<file path="src/rtl/bnn_frame_if.sv">
// bnn_frame_if: host byte stream, core handshake and status bundle for bnn_frame_controller
interface bnn_frame_if #(
  parameter int IMG_PIXELS = 784,
  parameter int PACKED     = 1,
  parameter int RESULT_W   = 8
);
  localparam int RX_BYTES = PACKED ? (IMG_PIXELS + 7) / 8 : IMG_PIXELS;
  localparam int CNT_W    = $clog2(RX_BYTES + 1);
  logic                  frame_active;
  logic                  soft_clear;
  logic                  rx_valid;
  logic [7:0]            rx_data;
  logic                  rx_ready;
  logic                  tx_valid;
  logic [7:0]            tx_data;
  logic                  tx_ready;
  logic [IMG_PIXELS-1:0] img_bits;
  logic                  core_start;
  logic                  core_done;
  logic [RESULT_W-1:0]   core_result;
  logic                  busy;
  logic [1:0]            err_code;
  logic [2:0]            dbg_state;
  logic [CNT_W-1:0]      dbg_rx_count;
  modport master (
    output frame_active, soft_clear, rx_valid, rx_data, tx_ready, core_done, core_result,
    input  rx_ready, tx_valid, tx_data, img_bits, core_start, busy, err_code, dbg_state, dbg_rx_count
  );
  modport slave (
    input  frame_active, soft_clear, rx_valid, rx_data, tx_ready, core_done, core_result,
    output rx_ready, tx_valid, tx_data, img_bits, core_start, busy, err_code, dbg_state, dbg_rx_count
  );
endinterface

</file>
<file path="src/rtl/bnn_frame_controller.sv">
// bnn_frame_controller: unpacks a host frame into the BNN image, runs the core, streams the result back; BNN_FRAME_CHECKSUM_EN adds a trailing XOR check byte
module bnn_frame_controller #(
  parameter int IMG_PIXELS  = 784,
  parameter int PACKED      = 1,
  parameter int RESULT_W    = 8,
  parameter int TIMEOUT_CYC = 4096
) (
  input logic      clk,
  input logic      rst,
  bnn_frame_if.slave bus
);
  localparam int RX_BYTES  = PACKED ? (IMG_PIXELS + 7) / 8 : IMG_PIXELS;
  localparam int RES_BYTES = (RESULT_W + 7) / 8;
  localparam int RES_W     = RES_BYTES * 8;
  localparam int CNT_W     = $clog2(RX_BYTES + 1);
  localparam int TX_W      = RES_BYTES > 1 ? $clog2(RES_BYTES) : 1;
  localparam int TO_W      = TIMEOUT_CYC > 0 ? $clog2(TIMEOUT_CYC + 1) : 1;
  typedef enum logic [2:0] {
    S_IDLE  = 3'd0,
    S_RX    = 3'd1,
`ifdef BNN_FRAME_CHECKSUM_EN
    S_CHK   = 3'd2,
`endif
    S_INFER = 3'd3,
    S_TX    = 3'd4,
    S_DRAIN = 3'd5,
    S_CLEAR = 3'd6
  } state_t;
  state_t                r_state, w_next;
  logic                  r_fa_q;
  logic [IMG_PIXELS-1:0] r_img;
  logic [CNT_W-1:0]      r_rx_cnt;
  logic [1:0]            r_err, w_err;
  logic [RES_W-1:0]      r_res, w_tx_shift;
  logic [TX_W-1:0]       r_tx_idx;
  logic [TO_W-1:0]       r_wait;
  logic                  r_core_start;
  logic                  w_frame_start, w_rx_acc, w_rx_last, w_tx_acc, w_tx_last, w_timeout, w_start;
`ifdef BNN_FRAME_CHECKSUM_EN
  logic [7:0]            r_xor;
`endif
  assign w_frame_start = bus.frame_active && !r_fa_q;
  assign w_rx_acc      = (r_state == S_RX) && bus.rx_valid && bus.frame_active;
  assign w_rx_last     = r_rx_cnt == CNT_W'(RX_BYTES - 1);
  assign w_tx_acc      = (r_state == S_TX) && bus.tx_ready && bus.frame_active;
  assign w_tx_last     = r_tx_idx == TX_W'(RES_BYTES - 1);
  assign w_timeout     = (TIMEOUT_CYC > 0) && (r_wait == TO_W'(TIMEOUT_CYC - 1));
  assign w_start       = (r_state == S_IDLE) && (w_next == S_RX);
  assign w_tx_shift    = r_res >> {r_tx_idx, 3'b000};
`ifdef BNN_FRAME_CHECKSUM_EN
  assign bus.rx_ready  = bus.frame_active && ((r_state == S_RX) || (r_state == S_CHK));
`else
  assign bus.rx_ready  = bus.frame_active && (r_state == S_RX);
`endif
  assign bus.tx_valid     = r_state == S_TX;
  assign bus.tx_data      = w_tx_shift[7:0];
  assign bus.img_bits     = r_img;
  assign bus.core_start   = r_core_start;
  assign bus.busy         = r_state != S_IDLE;
  assign bus.err_code     = r_err;
  assign bus.dbg_state    = r_state;
  assign bus.dbg_rx_count = r_rx_cnt;
  // next state and error code; soft_clear overrides every transition
  always_comb begin
    w_next = r_state;
    w_err  = r_err;
    if (bus.soft_clear)
      w_next = (r_state == S_IDLE) ? S_IDLE : S_CLEAR;
    else
      case (r_state)
        S_IDLE: if (w_frame_start) begin
          w_next = S_RX;
          w_err  = 2'b00;
        end
        S_RX: if (!bus.frame_active) begin
          w_next = S_CLEAR;
          w_err  = 2'b01;
        end else if (w_rx_acc && w_rx_last) begin
`ifdef BNN_FRAME_CHECKSUM_EN
          w_next = S_CHK;
`else
          w_next = S_INFER;
`endif
        end
`ifdef BNN_FRAME_CHECKSUM_EN
        S_CHK: if (!bus.frame_active) begin
          w_next = S_CLEAR;
          w_err  = 2'b01;
        end else if (bus.rx_valid) begin
          w_next = (bus.rx_data == r_xor) ? S_INFER : S_CLEAR;
          w_err  = (bus.rx_data == r_xor) ? r_err : 2'b11;
        end
`endif
        S_INFER: if (bus.core_done)
          w_next = S_TX;
        else if (w_timeout) begin
          w_next = S_CLEAR;
          w_err  = 2'b10;
        end
        S_TX:    w_next = !bus.frame_active ? S_CLEAR : (w_tx_acc && w_tx_last) ? S_DRAIN : S_TX;
        S_DRAIN: w_next = bus.frame_active ? S_DRAIN : S_CLEAR;
        default: w_next = S_IDLE;
      endcase
  end
  // state, status and the one-cycle start pulse on entry to INFER
  always_ff @(posedge clk or posedge rst) begin
    if (rst) begin
      r_state      <= S_IDLE;
      r_err        <= 2'b00;
      r_fa_q       <= 1'b0;
      r_core_start <= 1'b0;
    end else begin
      r_state      <= w_next;
      r_err        <= w_err;
      r_fa_q       <= bus.frame_active;
      r_core_start <= (w_next == S_INFER) && (r_state != S_INFER);
    end
  end
  // receive side: byte counter doubles as the pixel pointer, pixels past the image are dropped
  always_ff @(posedge clk or posedge rst) begin
    if (rst) begin
      r_rx_cnt <= '0;
      r_img    <= '0;
    end else if ((r_state == S_CLEAR) || ((r_state == S_IDLE) && bus.soft_clear)) begin
      r_rx_cnt <= '0;
      r_img    <= '0;
    end else begin
      r_rx_cnt <= w_start ? '0 : w_rx_acc ? r_rx_cnt + 1'b1 : r_rx_cnt;
      for (int i = 0; i < IMG_PIXELS; i++)
        if (w_rx_acc && (r_rx_cnt == CNT_W'(PACKED ? i / 8 : i)))
          r_img[i] <= PACKED ? bus.rx_data[3'(i % 8)] : bus.rx_data[0];
    end
  end
`ifdef BNN_FRAME_CHECKSUM_EN
  // running XOR of the image bytes of the current frame
  always_ff @(posedge clk or posedge rst) begin
    if (rst)
      r_xor <= 8'h00;
    else
      r_xor <= w_start ? 8'h00 : w_rx_acc ? r_xor ^ bus.rx_data : r_xor;
  end
`endif
  // inference wait counter, result latch and transmit byte index
  always_ff @(posedge clk or posedge rst) begin
    if (rst) begin
      r_wait   <= '0;
      r_res    <= '0;
      r_tx_idx <= '0;
    end else begin
      r_wait   <= (r_state == S_INFER) ? r_wait + 1'b1 : '0;
      r_res    <= ((r_state == S_INFER) && (w_next == S_TX)) ? RES_W'(bus.core_result) : r_res;
      r_tx_idx <= (r_state != S_TX) ? '0 : w_tx_acc ? r_tx_idx + 1'b1 : r_tx_idx;
    end
  end
endmodule
</file>
<file path="src/flat_wrapper.sv">
// flat-port wrapper written by rule: the top's interface ports become plain ports
module bnn_frame_controller_flat 
#(
  parameter int IMG_PIXELS  = 784,
  parameter int PACKED      = 1,
  parameter int RESULT_W    = 8,
  parameter int TIMEOUT_CYC = 4096
)
  (clk, rst, bus_frame_active, bus_soft_clear, bus_rx_valid, bus_rx_data, bus_tx_ready, bus_core_done, bus_core_result, bus_rx_ready, bus_tx_valid, bus_tx_data, bus_img_bits, bus_core_start, bus_busy, bus_err_code, bus_dbg_state, bus_dbg_rx_count);
  bnn_frame_if #(.IMG_PIXELS(IMG_PIXELS), .PACKED(PACKED), .RESULT_W(RESULT_W)) bus_i ();
  input logic clk;
  input logic rst;
  input wire logic [$bits(bus_i.frame_active)-1:0] bus_frame_active;
  input wire logic [$bits(bus_i.soft_clear)-1:0] bus_soft_clear;
  input wire logic [$bits(bus_i.rx_valid)-1:0] bus_rx_valid;
  input wire logic [$bits(bus_i.rx_data)-1:0] bus_rx_data;
  input wire logic [$bits(bus_i.tx_ready)-1:0] bus_tx_ready;
  input wire logic [$bits(bus_i.core_done)-1:0] bus_core_done;
  input wire logic [$bits(bus_i.core_result)-1:0] bus_core_result;
  output wire logic [$bits(bus_i.rx_ready)-1:0] bus_rx_ready;
  output wire logic [$bits(bus_i.tx_valid)-1:0] bus_tx_valid;
  output wire logic [$bits(bus_i.tx_data)-1:0] bus_tx_data;
  output wire logic [$bits(bus_i.img_bits)-1:0] bus_img_bits;
  output wire logic [$bits(bus_i.core_start)-1:0] bus_core_start;
  output wire logic [$bits(bus_i.busy)-1:0] bus_busy;
  output wire logic [$bits(bus_i.err_code)-1:0] bus_err_code;
  output wire logic [$bits(bus_i.dbg_state)-1:0] bus_dbg_state;
  output wire logic [$bits(bus_i.dbg_rx_count)-1:0] bus_dbg_rx_count;
  assign bus_i.frame_active = bus_frame_active;
  assign bus_i.soft_clear = bus_soft_clear;
  assign bus_i.rx_valid = bus_rx_valid;
  assign bus_i.rx_data = bus_rx_data;
  assign bus_i.tx_ready = bus_tx_ready;
  assign bus_i.core_done = bus_core_done;
  assign bus_i.core_result = bus_core_result;
  assign bus_rx_ready = bus_i.rx_ready;
  assign bus_tx_valid = bus_i.tx_valid;
  assign bus_tx_data = bus_i.tx_data;
  assign bus_img_bits = bus_i.img_bits;
  assign bus_core_start = bus_i.core_start;
  assign bus_busy = bus_i.busy;
  assign bus_err_code = bus_i.err_code;
  assign bus_dbg_state = bus_i.dbg_state;
  assign bus_dbg_rx_count = bus_i.dbg_rx_count;
  bnn_frame_controller #(.IMG_PIXELS(IMG_PIXELS), .PACKED(PACKED), .RESULT_W(RESULT_W), .TIMEOUT_CYC(TIMEOUT_CYC)) u_core (.clk(clk), .rst(rst), .bus(bus_i));
endmodule
</file>
<file path="config.mk">
export PLATFORM = sky130hd
export DESIGN_NAME = bnn_frame_controller_flat
export DESIGN_NICKNAME = d
export VERILOG_FILES = /design/src/rtl/bnn_frame_if.sv /design/src/rtl/bnn_frame_controller.sv /design/src/flat_wrapper.sv
export SDC_FILE = /design/constraint.sdc
export NUM_CORES = 1
export LEC_CHECK = 0
export CORE_AREA = 2 2 322 324
export DETAILED_ROUTE_END_ITERATION = 10
export DIE_AREA = 0 0 324 326
export HOLD_SLACK_MARGIN = 0.08
export SLEW_MARGIN = 20
export SYNTH_ARGS = -nofsm -noshare
export SYNTH_HDL_FRONTEND = slang
export SYNTH_SLANG_ARGS = --single-unit
</file>
<file path="constraint.sdc">
create_clock -name clk -period 20.4 [get_ports clk]
set_clock_uncertainty 0.15 [all_clocks]
set_input_delay 4.08 -clock clk [delete_from_list [all_inputs] [get_ports clk]]
set_output_delay 4.08 -clock clk [all_outputs]
set_load 0.02 [all_outputs]
</file>
==> results.yml <==
floorplan:
  coreArea_um2: 102600
  die_h_um: 326
  start_util_pct: 20.20
  pin_count: 831
  die_w_um: 324
  rows: 118
  die_area_um2: 105600
hold_path:
  worstHoldPathCells: 1
  hp-class: "reg2reg"
yosys:
  synth_edf_count: 0
  yosysSeqAreaShare_pct: 51.68
  ys_seq_elements: 428
  yosysUniqueCellTypes: 51
  synth_area_um2: 20720
  syn_inst: 2014
  ys_warn_count: 0
  synthArstFlopShare_pct: 100.0
  synth_area_per_cell_um2: 10.29
  synth_top_flop_cell: "dfrtp_1"
global_route:
  grt_max_degree: 122
  grt_pass1_vias: 13784
  antenna_found_initial: 7
  grt_usage_pct: 12.91
  grt_pass1_wl_um: 100500
  globalRoute.totalOverflow: 0
clock_network:
  ctsHtreeMaxLevel: 2
  path_clk_slew_ps: 60
  clock_path_buffers: 3
  clock_latency_ps: 610
  cts_root_buf: "clkbuf_16"
  hold_buffers: 0
  post_cts_buffers: 0
  clock_sinks: 428
  ctsResizeCount: 0
  cts_buffers: 50
  cts_tree: "built"
critical_path:
  cp-start-kind: "input pin"
  end_kind: "output port"
  path_cells: "clkdlybuf4s50_1 > and4bb_4 > clkdlybuf4s50_1"
  max_stage_delay_ps: 660
  required_ps: 16170
  worstPathMaxFanout: 8
  reg2reg_depth: 6
  worstSetupPathType: "in2out"
  cp_num_buf_inv: 2
  crit_cells: 3
  arrival_ps: 5780
  cp_common_cell: "clkdlybuf4s50_1"
  critPathTopFamily: "buffers and inverters"
  slowest_stage: "clkdlybuf4s50_1"
routing:
  drc: 0
  wirelength_um: 70710
  via_per_inst: 3.930
  dr.first_iter.drc_count: 969
  drtAntennaViolNets: 0
  vias: 14985
  drt-pass1-iter-count: 5
  wl_per_cell_um: 18.54
pwr:
  p_leak_nw: 12.11
  switchingPower_w: 0.0007568
  clock_power_share_pct: 42.2
  p_comb_share_pct: 18.8
  switching_share_pct: 33.95
  intPower_w: 0.001472
  peakVddDrop_mv: 0.05776
  power_frac_seq_pct: 39.1
  power_density_nw_per_um2: 83.76
placed_design:
  dp.cells: 3719
  portBuffers: 434
  hpwl_um: 48260
  gp_congestion: 0.7359
  place_ws_ps: 10360
sta:
  worst_slack_ps: 10390
  maxSlewHeadroom_pct: 30.83
  grt_setup_unrepaired: "false"
  tightestPinTransition_ps: 1033
  finalSetupTns_ps: 0
  max_freq_mhz: 99.87
  hold_slack_ps: 346.1
  setup_viol: 0
  slew_viol_final: 0
  min_period_over_period_pct: 49.08
  layout_min_cycle_time_ps: 10010
  final-hold-violation-count: 0
final_layout:
  layout_commonest_cell: "clkdlybuf4s50_1"
  fin_cells: 3813
  final_cell_mix: "clkdlybuf4s50_1 (433), dfrtp_1 (428), conb_1 (392)"
  area_growth_pct: 28.41
  nets: 2419
  drive_gt1_share_pct: 7.895
run_status:
  outcome: "finished, final reports clean"
flow_run:
  max_cap_viol_count: 0
cell usage after synthesis (4+ instances only):
cell type    n  area (um^2)
a21oi_1      7        35.03
and2_1       5        31.28
and3_1       8        50.05
and3b_1     12        105.1
buf_1        4        15.01
buf_2       56        280.3
buf_4      412         3093
buf_6       12        135.1
clkbuf_1    30        112.6
clkbuf_2    17        85.08
dfrtp_1    428        10710
ha_1         5        62.56
inv_1        8        30.03
mux2_2       8        90.09
mux2i_1     60        600.6
nand2_1     12        45.04
nand2b_1     4        25.02
nand3_1    342         1712
nand4_1     56        350.3
nand4_2     38        475.5
nand4_4      7        148.9
nor2_1      83        311.6
nor2b_1      8        50.05
nor3_1       4        20.02
nor3b_2      5        62.56
o21ai_0     56        280.3
o21ai_1    282         1411
xnor2_1      8        70.07
xor2_1       9        78.83
area by class of cell:
type,count,area [um^2]
flip-flops and latches,428,10710
clock inverters,23,255.2
repair buffers,465,4591
diodes,1,2.502
inverters,8,37.54
well taps,1380,1727
multi-input cells,1438,7821
clock buffers,70,1468
fillers,10960,76000
power by group through the flow:
stage | registers [W] | logic, W | clock network (W)
5_1_grt | 0.000872 | 0.000454 | 0.00101
3_5_place_dp | 0.000886 | 0.000425 | 0
6_report | 0.000871 | 0.000418 | 0.000940
4_1_cts | 0.000871 | 0.000425 | 0.000976
2_1_floorplan | 0.000883 | 0.000369 | 0
3_3_place_gp | 0.000886 | 0.000426 | 0
routing by layer:
metal / share of wire (%) / vias to the layer above / global-route usage [%]
li1: - / 7087 / -
met1: 44 / 7288 / 17.24
met2: 46 / 535 / 20.34
met3: 7.4 / 75 / 3.836
met4: 2.1 / 0 / 3.180
met5: 0 / - / 0
path summary, 6_finish.rpt:
| kind | startpoint | to | slack [ps] |
|---|---|---|---|
| hold reg to reg | u_core.r_res[7] | u_core.r_res[7] | 350 |
| hold / removal | u_core.r_res[7] | u_core.r_res[7] | 350 |
| setup / recovery | bus_frame_active | bus_rx_ready | 10390 |
| max in group asynchronous | rst | u_core.bus.img_bits[643] | 13970 |
| min in group asynchronous | rst | u_core.bus.img_bits[696] | 3900 |
| setup reg to reg | u_core.bus.dbg_state[1] | u_core.bus.img_bits[659] | 16550 |
cell families after synthesis:
kind of cell	Yosys count	share of synthesized area (%)
other cells	1	0.01810
mux	68	3.333
buf+inv	539	18.10
simple gates	600	17.04
xor+xnor	17	0.7185
compound gates	356	8.809
fa+ha+maj	5	0.3019
flops	428	51.68
per-stage QoR:
stage | power [W] | utilization [%] | instance area [um^2]
2_1_floorplan | 0.001252 | - | 22190
5_1_grt | 0.002337 | 25.93 | 26610
3_3_place_gp | 0.001311 | 24.25 | 24890
6_report | 0.002229 | 25.93 | 26610
3_5_place_dp | 0.001311 | 24.25 | 24890
4_1_cts | 0.002272 | 25.93 | 26610
sequential cells by signal (all words and copies together), names as in the netlist:
register / count
u_core.bus.dbg_state: 3
u_core.r_wait: 13
u_core.r_tx_idx: 1
u_core.r_fa_q: 1
u_core.bus.core_start: 1
u_core.r_res: 8
u_core.bus.img_bits: 392
u_core.bus.dbg_rx_count: 7
u_core.bus.err_code: 2
Power figures use the tool's default switching activity.
